--- config.mk ---
export PLATFORM = sky130hd
export DESIGN_NAME = flash_read_cache_flat
export DESIGN_NICKNAME = d
export VERILOG_FILES = /design/src/rtl/flash_read_cache_if.sv /design/src/rtl/flash_read_cache.sv /design/src/flat_wrapper.sv
export SDC_FILE = /design/constraint.sdc
export NUM_CORES = 1
export LEC_CHECK = 0
export ABC_CLOCK_PERIOD_IN_PS = 8500
export CAP_MARGIN = 25
export CORE_MARGIN = 2
export CORE_UTILIZATION = 40
export CTS_CLUSTER_SIZE = 40
export DETAILED_ROUTE_END_ITERATION = 10
export PLACE_DENSITY = 0.63
export SYNTH_ARGS = -nofsm -noshare
export SYNTH_HDL_FRONTEND = slang
export SYNTH_SLANG_ARGS = --single-unit
--- constraint.sdc ---
create_clock -name clk -period 8.5 [get_ports clk]
set_input_delay 2.125 -clock clk [delete_from_list [all_inputs] [get_ports clk]]
set_output_delay 2.125 -clock clk [all_outputs]
set_load 0.005 [all_outputs]
--- src/rtl/flash_read_cache_if.sv ---
// Fetch-port and AXI read-channel bundle for the flash read cache.
// slave is the cache side; master is the CPU/flash-controller side.
interface flash_read_cache_if;
   logic        cpu_req;
   logic [31:0] cpu_addr;
   logic        cpu_ready;
   logic [31:0] cpu_rdata;
   logic        cpu_err;
   logic        flush;
   logic        arvalid;
   logic        arready;
   logic [31:0] araddr;
   logic [3:0]  arid;
   logic        rvalid;
   logic        rready;
   logic [31:0] rdata;
   logic [1:0]  rresp;
   logic [3:0]  rid;
   logic        rlast;

   modport slave (
      input  cpu_req, cpu_addr, flush,
      input  arready, rvalid, rdata, rresp, rid, rlast,
      output cpu_ready, cpu_rdata, cpu_err,
      output arvalid, araddr, arid, rready
   );

   modport master (
      output cpu_req, cpu_addr, flush,
      output arready, rvalid, rdata, rresp, rid, rlast,
      input  cpu_ready, cpu_rdata, cpu_err,
      input  arvalid, araddr, arid, rready
   );
endinterface

--- src/rtl/flash_read_cache.sv ---
// Direct-mapped, one-word-per-line read cache in front of the AXI flash port.
// Hits complete in one cycle; misses issue one single-beat AR/R read.
module flash_read_cache #(
   parameter int         LINES  = 16,
   parameter logic [3:0] AXI_ID = 4'd0
) (
   input logic               clk,
   input logic               rst,
   flash_read_cache_if.slave bus
);
   localparam int IDX = $clog2(LINES);
   localparam int TW  = 30 - IDX;

   typedef enum logic [1:0] {IDLE, AR, R, DONE} state_t;

   state_t           r_state;
   state_t           w_next;
   logic [LINES-1:0] r_valid;
   logic [TW-1:0]    r_tag  [LINES];
   logic [31:0]      r_data [LINES];
   logic [IDX-1:0]   r_idx;
   logic [TW-1:0]    r_ftag;
   logic [31:0]      r_araddr;
   logic [31:0]      r_rdata;
   logic             r_ready;
   logic             r_err;
   logic             r_kill;

   logic [IDX-1:0]   w_idx;
   logic [TW-1:0]    w_tag;
   logic             w_acc;
   logic             w_hit;
   logic             w_miss;
   logic             w_beat;
   logic             w_fill;
   logic             w_arvalid;
   logic             w_rready;
   logic             w_unused;

   assign w_idx  = bus.cpu_addr[IDX+1:2];
   assign w_tag  = bus.cpu_addr[31:IDX+2];
   // The completion cycle itself never accepts a new request.
   assign w_acc  = (r_state == IDLE) && bus.cpu_req && !r_ready;
   assign w_hit  = r_valid[w_idx] && (r_tag[w_idx] == w_tag);
   assign w_miss = w_acc && !w_hit;
   assign w_beat = (r_state == R) && bus.rvalid;
   assign w_fill = w_beat && (bus.rresp == 2'b00);

   assign w_unused = ^{bus.rid, bus.rlast, bus.cpu_addr[1:0]};

   always_comb begin
      w_next    = r_state;
      w_arvalid = 1'b0;
      w_rready  = 1'b0;
      unique case (r_state)
         IDLE: if (w_miss) w_next = AR;
         AR: begin
            w_arvalid = 1'b1;
            if (bus.arready) w_next = R;
         end
         R: begin
            w_rready = 1'b1;
            if (bus.rvalid) w_next = DONE;
         end
         DONE:    w_next = IDLE;
         default: w_next = IDLE;
      endcase
   end

   always_ff @(posedge clk or posedge rst) begin
      if (rst) begin
         r_state  <= IDLE;
         r_valid  <= '0;
         r_idx    <= '0;
         r_ftag   <= '0;
         r_araddr <= '0;
         r_rdata  <= '0;
         r_ready  <= 1'b0;
         r_err    <= 1'b0;
         r_kill   <= 1'b0;
      end else begin
         r_state <= w_next;
         r_ready <= (w_acc && w_hit) || w_beat;
         if (w_acc && w_hit) begin
            r_rdata <= r_data[w_idx];
            r_err   <= 1'b0;
         end
         if (w_miss) begin
            r_araddr <= {bus.cpu_addr[31:2], 2'b00};
            r_idx    <= w_idx;
            r_ftag   <= w_tag;
         end
         if (w_beat) begin
            r_rdata <= bus.rdata;
            r_err   <= (bus.rresp != 2'b00);
         end
         // A flush in the fill cycle wins, leaving the line invalid.
         if (bus.flush)
            r_valid <= '0;
         else if (w_fill && !r_kill)
            r_valid[r_idx] <= 1'b1;
         if (r_state == DONE)
            r_kill <= 1'b0;
         else if (bus.flush && ((r_state != IDLE) || w_miss))
            r_kill <= 1'b1;
      end
   end

   always_ff @(posedge clk) begin
      if (w_fill) begin
         r_data[r_idx] <= bus.rdata;
         r_tag[r_idx]  <= r_ftag;
      end
   end

   assign bus.arvalid   = w_arvalid;
   assign bus.rready    = w_rready;
   assign bus.araddr    = r_araddr;
   assign bus.arid      = AXI_ID;
   assign bus.cpu_ready = r_ready;
   assign bus.cpu_rdata = r_rdata;
   assign bus.cpu_err   = r_err;
endmodule
--- src/flat_wrapper.sv ---
// flat-port wrapper written by rule: the top's interface ports become plain ports
module flash_read_cache_flat 
#(
   parameter int         LINES  = 16,
   parameter logic [3:0] AXI_ID = 4'd0
)
  (clk, rst, bus_cpu_req, bus_cpu_addr, bus_flush, bus_arready, bus_rvalid, bus_rdata, bus_rresp, bus_rid, bus_rlast, bus_cpu_ready, bus_cpu_rdata, bus_cpu_err, bus_arvalid, bus_araddr, bus_arid, bus_rready);
  flash_read_cache_if bus_i ();
  input logic clk;
  input logic rst;
  input wire logic [$bits(bus_i.cpu_req)-1:0] bus_cpu_req;
  input wire logic [$bits(bus_i.cpu_addr)-1:0] bus_cpu_addr;
  input wire logic [$bits(bus_i.flush)-1:0] bus_flush;
  input wire logic [$bits(bus_i.arready)-1:0] bus_arready;
  input wire logic [$bits(bus_i.rvalid)-1:0] bus_rvalid;
  input wire logic [$bits(bus_i.rdata)-1:0] bus_rdata;
  input wire logic [$bits(bus_i.rresp)-1:0] bus_rresp;
  input wire logic [$bits(bus_i.rid)-1:0] bus_rid;
  input wire logic [$bits(bus_i.rlast)-1:0] bus_rlast;
  output wire logic [$bits(bus_i.cpu_ready)-1:0] bus_cpu_ready;
  output wire logic [$bits(bus_i.cpu_rdata)-1:0] bus_cpu_rdata;
  output wire logic [$bits(bus_i.cpu_err)-1:0] bus_cpu_err;
  output wire logic [$bits(bus_i.arvalid)-1:0] bus_arvalid;
  output wire logic [$bits(bus_i.araddr)-1:0] bus_araddr;
  output wire logic [$bits(bus_i.arid)-1:0] bus_arid;
  output wire logic [$bits(bus_i.rready)-1:0] bus_rready;
  assign bus_i.cpu_req = bus_cpu_req;
  assign bus_i.cpu_addr = bus_cpu_addr;
  assign bus_i.flush = bus_flush;
  assign bus_i.arready = bus_arready;
  assign bus_i.rvalid = bus_rvalid;
  assign bus_i.rdata = bus_rdata;
  assign bus_i.rresp = bus_rresp;
  assign bus_i.rid = bus_rid;
  assign bus_i.rlast = bus_rlast;
  assign bus_cpu_ready = bus_i.cpu_ready;
  assign bus_cpu_rdata = bus_i.cpu_rdata;
  assign bus_cpu_err = bus_i.cpu_err;
  assign bus_arvalid = bus_i.arvalid;
  assign bus_araddr = bus_i.araddr;
  assign bus_arid = bus_i.arid;
  assign bus_rready = bus_i.rready;
  flash_read_cache #(.LINES(LINES), .AXI_ID(AXI_ID)) u_core (.clk(clk), .rst(rst), .bus(bus_i));
endmodule
==> results.cfg, run 1 <==
[outcome]
outcome = finished, final reports clean

[worst_setup_path]
path_common_cell = buf_4
path_delay_family = buffers and inverters
path_cells = buf_8 > buf_4 > mux4_2 > nor2_1 > or4_1 > o2111ai_1 > a311oi_1 > nand3_1 > and4b_2 > buf_4 > mux2_2 > nor3_1
critPathMaxStageDelay_ns = 0.79
end_kind = flop
cp_num_buf_inv = 3
crit_path_top_delay_cell = buf_4
critPathArrivalTime_ns = 7.08
critPathKind = in2reg
required_ns = 9.08
startpoint_type = primary input
crit_cells = 12
path_max_fanout = 94
reg2regPathDepth = 9

[die]
chipWidth_um = 321.1
num_rows = 116
io_pins = 149
initial_utilization = 0.4027
die_h_um = 321.1
fp.coreArea_um2 = 99860
die-area_um2 = 103100

[sta]
max_freq_mhz = 153.9
finalCriticalPeriod_ns = 6.499
final.setup_skew_ns = 0.03157
rsz0062_at_grt = no
maxSlewViolCount = 0
fin_setup_tns_ns = 0
slew-limit-headroom = 0.2650
worstMarginPinSlew_ns = 1.102
fin_crit_sh = 0.7646
hold_viol_final = 0
setup_viol = 0

[power_and_ir_drop]
leakagePower_nw = 14.94
total_power_w = 0.01193
power.density_nw_per_um2 = 256.2
ir_drop_v = 0.0001946

[cells_and_area]
fillers = 8220
num-nets-final = 2235
layout_commonest_cell = edfxtp_1
syn_to_final_growth_pct = 15.77
drive_gt1_frac = 0.2545
layout_common_cells = 928 x edfxtp_1, 247 x mux4_2, 131 x clkdlybuf4s50_1, 106 x nor2_1, 102 x nor3_1

[detailed_routing]
wl_mm = 98.21
drt_iter0_markers = 2192
num_vias = 20221
viasPerCell = 5.714
wl_per_cell_um = 27.75
drtAntennaViolNets = 0
drc_errors = 0
drt_pass1_iterations = 5

[cts]
clk_latency_ns = 0.69
clkTransAtPathRegs_ns = 0.06
postCtsSetupRepairBufs = 0
cts_tree = built
postCtsHoldBufs = 0
cts-root-buf = clkbuf_16
clk_path_buf_depth = 3
h-tree-depth = 3
cts_resized = 0
cts_buffers = 100
numClockSinks = 1011

[grt]
overflow = 0
grt_pass1_wl_mm = 142.9
grt_use_total = 0.1912
grt_pass1_vias = 20768
grt_max_degree = 95
antenna_found_initial = 2

[placed_design]
io_buffers = 135
dp_hpwl_mm = 53.68
globalplace.congestion = 0.7471

[synth]
avgSynthCellArea_um2 = 20.41
yosysSeqAreaShare = 0.7446
postSynth.asyncResetShare = 0.08210
synthCells = 1970
synth_ff_type = edfxtp_1
yosys.cell_types.count = 67
synth-edff-count = 928
synth.cell_area_um2 = 40210
synth.ff_latch_count = 1011
ys_warn_count = 0

[worst_hold_path]
hold_path_depth = 2
hold_path_class = reg2reg

[run]
maxCapViolations = 0
power by group:
part           total (W)  switching [W]  internal (W)
clock network    0.00445        0.00188       0.00257
registers        0.00625       0.000373       0.00588
logic            0.00123       0.000624      0.000604
total             0.0119        0.00288       0.00905
path summary, 6_finish.rpt:
kind	start	to	slack (ns)
setup / recovery	bus_cpu_addr[2]	u_core.bus.cpu_rdata[14]	2.00
hold / removal	u_core.r_valid[6]	u_core.r_valid[6]	0.50
setup reg to reg	u_core.r_tag[5][15]	u_core.bus.cpu_rdata[14]	4.09
hold reg to reg	u_core.r_valid[6]	u_core.r_valid[6]	0.50
max in group asynchronous	rst	u_core.bus.cpu_rdata[16]	5.19
min in group asynchronous	rst	u_core.r_ftag[19]	1.90
cells in the mapped netlist, drive strengths merged, types with 6 or more instances:
master,instances,area share
nor2b,16,0.0025
xnor2,9,0.0020
nand4,6,0.00093
dfrtp,83,0.052
nand3,15,0.0019
nor2,119,0.011
clkbuf,46,0.0043
mux4,247,0.14
nor3,106,0.013
edfxtp,928,0.69
a31oi,12,0.0019
xor2,8,0.0017
nand2b,9,0.0014
a21oi,19,0.0025
mux2,77,0.024
a22oi,10,0.0019
o22ai,9,0.0014
mux2i,56,0.014
inv,10,0.00093
nand2,33,0.0031
o21ai,13,0.0016
buf,71,0.012
area by class of cell:
type	count	area (µm²)	area share
Clock buffer	133	2756	0.05921
Clock inverter	56	596.8	0.01282
Sequential cell	1011	29940	0.6432
Tap cell	1298	1624	0.03489
Inverter	11	50.05	0.001075
Multi-Input combinational cell	836	9718	0.2087
Timing Repair Buffer	193	1863	0.04002
Antenna cell	1	2.502	0.00005375
state kept, by name (all words and copies together), names as in the netlist:
| register | cells |
|---|---|
| u_core.bus.cpu_ready | 1 |
| u_core.r_data | 512 |
| u_core.r_tag | 416 |
| u_core.r_valid | 16 |
| u_core.bus.cpu_err | 1 |
| u_core.r_kill | 1 |
| u_core.bus.araddr | 1 |
| u_core.r_state | 2 |
| u_core.r_ftag | 26 |
| u_core.bus.cpu_rdata | 32 |
| u_core.r_idx | 3 |
tightest hold or removal path: cells and delay by family (launching register included):
kind	cells	cell delay, ns
DFF	1	0.34
and+or+nand+nor	1	0.08
AOI/OAI and AO/OA	1	0.04
routing by layer:
layer,part of all wire,track usage
met5,0,0
met4,0.021,0.05504
met3,0.065,0.03003
met2,0.51,0.3224
met1,0.41,0.2580
cell families (layout without fill, tap and decap cells):
| family | after synthesis | after routing | share of synthesized area |
|---|---|---|---|
| AO/OA/AOI/OAI | 103 | 103 | 0.01811 |
| multiplexers | 380 | 380 | 0.1766 |
| XOR/XNOR | 17 | 17 | 0.003703 |
| flip-flops | 1011 | 1011 | 0.7446 |
| adder cells (fa/ha/maj) | 5 | 5 | 0.001556 |
| AND/OR/NAND/NOR | 325 | 325 | 0.03793 |
| buffers and inverters | 128 | 393 | 0.01733 |
| other | 1 | 7 | 0.00009326 |
through the flow:
stage / std cells / util / hold slack [ns] / setup slack (ns) / cell area [µm²]
6_report: 3539 / 0.4662 / 0.4996 / 2.001 / 46550
5_1_grt: 3539 / 0.4662 / 0.5110 / 1.634 / 46550
4_1_cts: 3536 / 0.4657 / 0.4974 / 1.834 / 46500
3_5_place_dp: 3347 / 0.4321 / 0.4828 / 1.130 / 43150
3_3_place_gp: 3347 / 0.4321 / 0.4729 / 1.159 / 43150
2_1_floorplan: 1975 / - / 0.4573 / 1.170 / 40230
No activity file was read; power rests on OpenSTA's default activity.
==> inputs of run 2 (changes only) <==
ABC_CLOCK_PERIOD_IN_PS = 6300   (was 8500)
clock period = 6.3 ns   (was 8.5 ns; I/O delays follow)
==> run 2 against run 1 <==
Count of clock-buffer cells in the layout increased by 9. Wire length decreased by 0.34%. Sequential cell count unchanged. Critical endpoint is now u_core.r_state[1]. Largest cell class unchanged. Largest power group unchanged.
==> results.cfg, run 2 (synthesis gave the netlist of run 1 again) <==
[outcome]
outcome = finished, final reports clean

[sta]
setup_viol = 0
hold_viol_final = 0
fin_crit_sh = 0.7866
max_freq_mhz = 201.8
rsz0062_at_grt = no
fin_setup_tns_ns = 0
maxSlewViolCount = 0
slew-limit-headroom = 0.3678
finalCriticalPeriod_ns = 4.956
final.setup_skew_ns = 0.02624
fin_ws_ns = 1.344
worstMarginPinSlew_ns = 0.9484

[grt]
overflow = 0
grt_pass1_wl_mm = 143.0
grt_use_total = 0.1896
antenna_found_initial = 3
grt_pass1_vias = 20719
grt_max_degree = 69

[cts]
cts_tree = built
cts_buffers = 98
postCtsHoldBufs = 0
numClockSinks = 1011
h-tree-depth = 3
cts_resized = 0
clk_latency_ns = 0.67
clk_path_buf_depth = 3
clkTransAtPathRegs_ns = 0.06
postCtsSetupRepairBufs = 0
cts-root-buf = clkbuf_16

[detailed_routing]
wl_mm = 97.87
drt_pass1_iterations = 7
wl_per_cell_um = 27.58
drt_iter0_markers = 2158
drtAntennaViolNets = 0
viasPerCell = 5.703
drc_errors = 0
num_vias = 20240

[power_and_ir_drop]
p_sw_w = 0.003852
ir_drop_v = 0.0001915
power.density_nw_per_um2 = 347.7
power.share.clock = 0.379
p_seq_frac = 0.520
p_int_w = 0.01245
total_power_w = 0.01630
pwr-share-comb = 0.102
power.share.switching = 0.2363
leakagePower_nw = 15.07

[cells_and_area]
layout_common_cells = 928 x edfxtp_1, 247 x mux4_2, 131 x clkdlybuf4s50_1, 106 x nor2_1, 103 x clkbuf_16
top_register = u_core.r_data
regArea_um2 = 29940
final_cells = 3549
multi_input_area_um2 = 9737
largest_reg_flops = 512
syn_to_final_growth_pct = 16.58
final_area_um2 = 46880
drive_gt1_frac = 0.2551
layout_commonest_cell = edfxtp_1
num-nets-final = 2247
fillers = 8213

[worst_setup_path]
critPathArrivalTime_ns = 5.49
critPathKind = in2reg
startpoint_type = primary input
end_kind = flop
critPathMaxStageDelay_ns = 0.57
path_cells = buf_6 > buf_4 > buf_4 > a2111oi_0 > o311ai_0 > o31a_1 > o311ai_0 > nor4b_1 > and4b_2 > buf_12 > a2111oi_0 > or3b_1
r2r_slack_ns = 2.74
path_max_fanout = 65
crit_path_top_delay_cell = buf_6
required_ns = 6.84

[die]
fp.coreArea_um2 = 99860
io_pins = 149
die_h_um = 321.1
die-area_um2 = 103100
chipWidth_um = 321.1
num_rows = 116
initial_utilization = 0.4027

[worst_hold_path]
hold_path_class = reg2reg

[placed_design]
dp_hpwl_mm = 53.72
place_ws_ns = 0.6935
place_inst = 3362
place_area_um2 = 43420
globalplace.congestion = 0.7620
io_buffers = 135

[run]
maxCapViolations = 0
run 2: changes by cell type in the layout (fill, tap and decap cells not counted), sizes merged:
cell,previous run,this run
buf,62,76
bufinv,9,13
clkbuf,133,142
clkinv,39,26
clkinvlp,6,3
inv,13,12
run 2: area by class of cell:
type | count | area share
Sequential cell | 1011 | 0.6387
Multi-Input combinational cell | 836 | 0.2077
Clock buffer | 142 | 0.06088
Timing Repair Buffer | 207 | 0.04465
Tap cell | 1298 | 0.03464
Clock inverter | 43 | 0.01230
Inverter | 11 | 0.001068
Antenna cell | 1 | 0.00005338
run 2: layer usage:
metal	wire, µm	track usage	share of wire
met5	10	0	0.00010
met4	1587	0.04611	0.016
met3	6216	0.02701	0.064
met2	49270	0.3181	0.50
met1	40790	0.2626	0.42
run 2: metrics by stage:
| stage | hold slack (ns) | utilization |
|---|---|---|
| after floorplan | 0.4573 | - |
| after global placement | 0.4728 | 0.4348 |
| after detailed placement | 0.4906 | 0.4348 |
| after CTS | 0.5041 | 0.4692 |
| after global routing | 0.5143 | 0.4695 |
| final | 0.5016 | 0.4695 |
run 2: worst max-delay path: cells and delay by family:
| family | cells | cell delay [ns] |
|---|---|---|
| AND/OR/NAND/NOR | 3 | 1.18 |
| AO/OA/AOI/OAI | 5 | 1.28 |
| buffers and inverters | 4 | 1.40 |
run 2: final timing paths:
check                      cells past startpoint                start                 endpoint
max                                           12      bus_cpu_addr[4]        u_core.r_state[1]
min                                            2    u_core.r_valid[8]        u_core.r_valid[8]
max reg2reg                                   11  u_core.r_tag[7][17]        u_core.r_ftag[11]
min reg2reg                                    2    u_core.r_valid[8]        u_core.r_valid[8]
max in group asynchronous                      3                  rst  u_core.bus.cpu_rdata[0]
min in group asynchronous                      2                  rst     u_core.bus.araddr[5]
run 2: power groups by stage:
| stage | Combinational [W] | Sequential, W | Clock [W] |
|---|---|---|---|
| finish | 0.00166 | 0.00847 | 0.00617 |
| global route | 0.00177 | 0.00853 | 0.00650 |
| CTS | 0.00168 | 0.00847 | 0.00626 |
| detailed placement | 0.00167 | 0.00861 | 0 |
| global placement | 0.00164 | 0.00855 | 0 |
| floorplan | 0.000961 | 0.00837 | 0 |
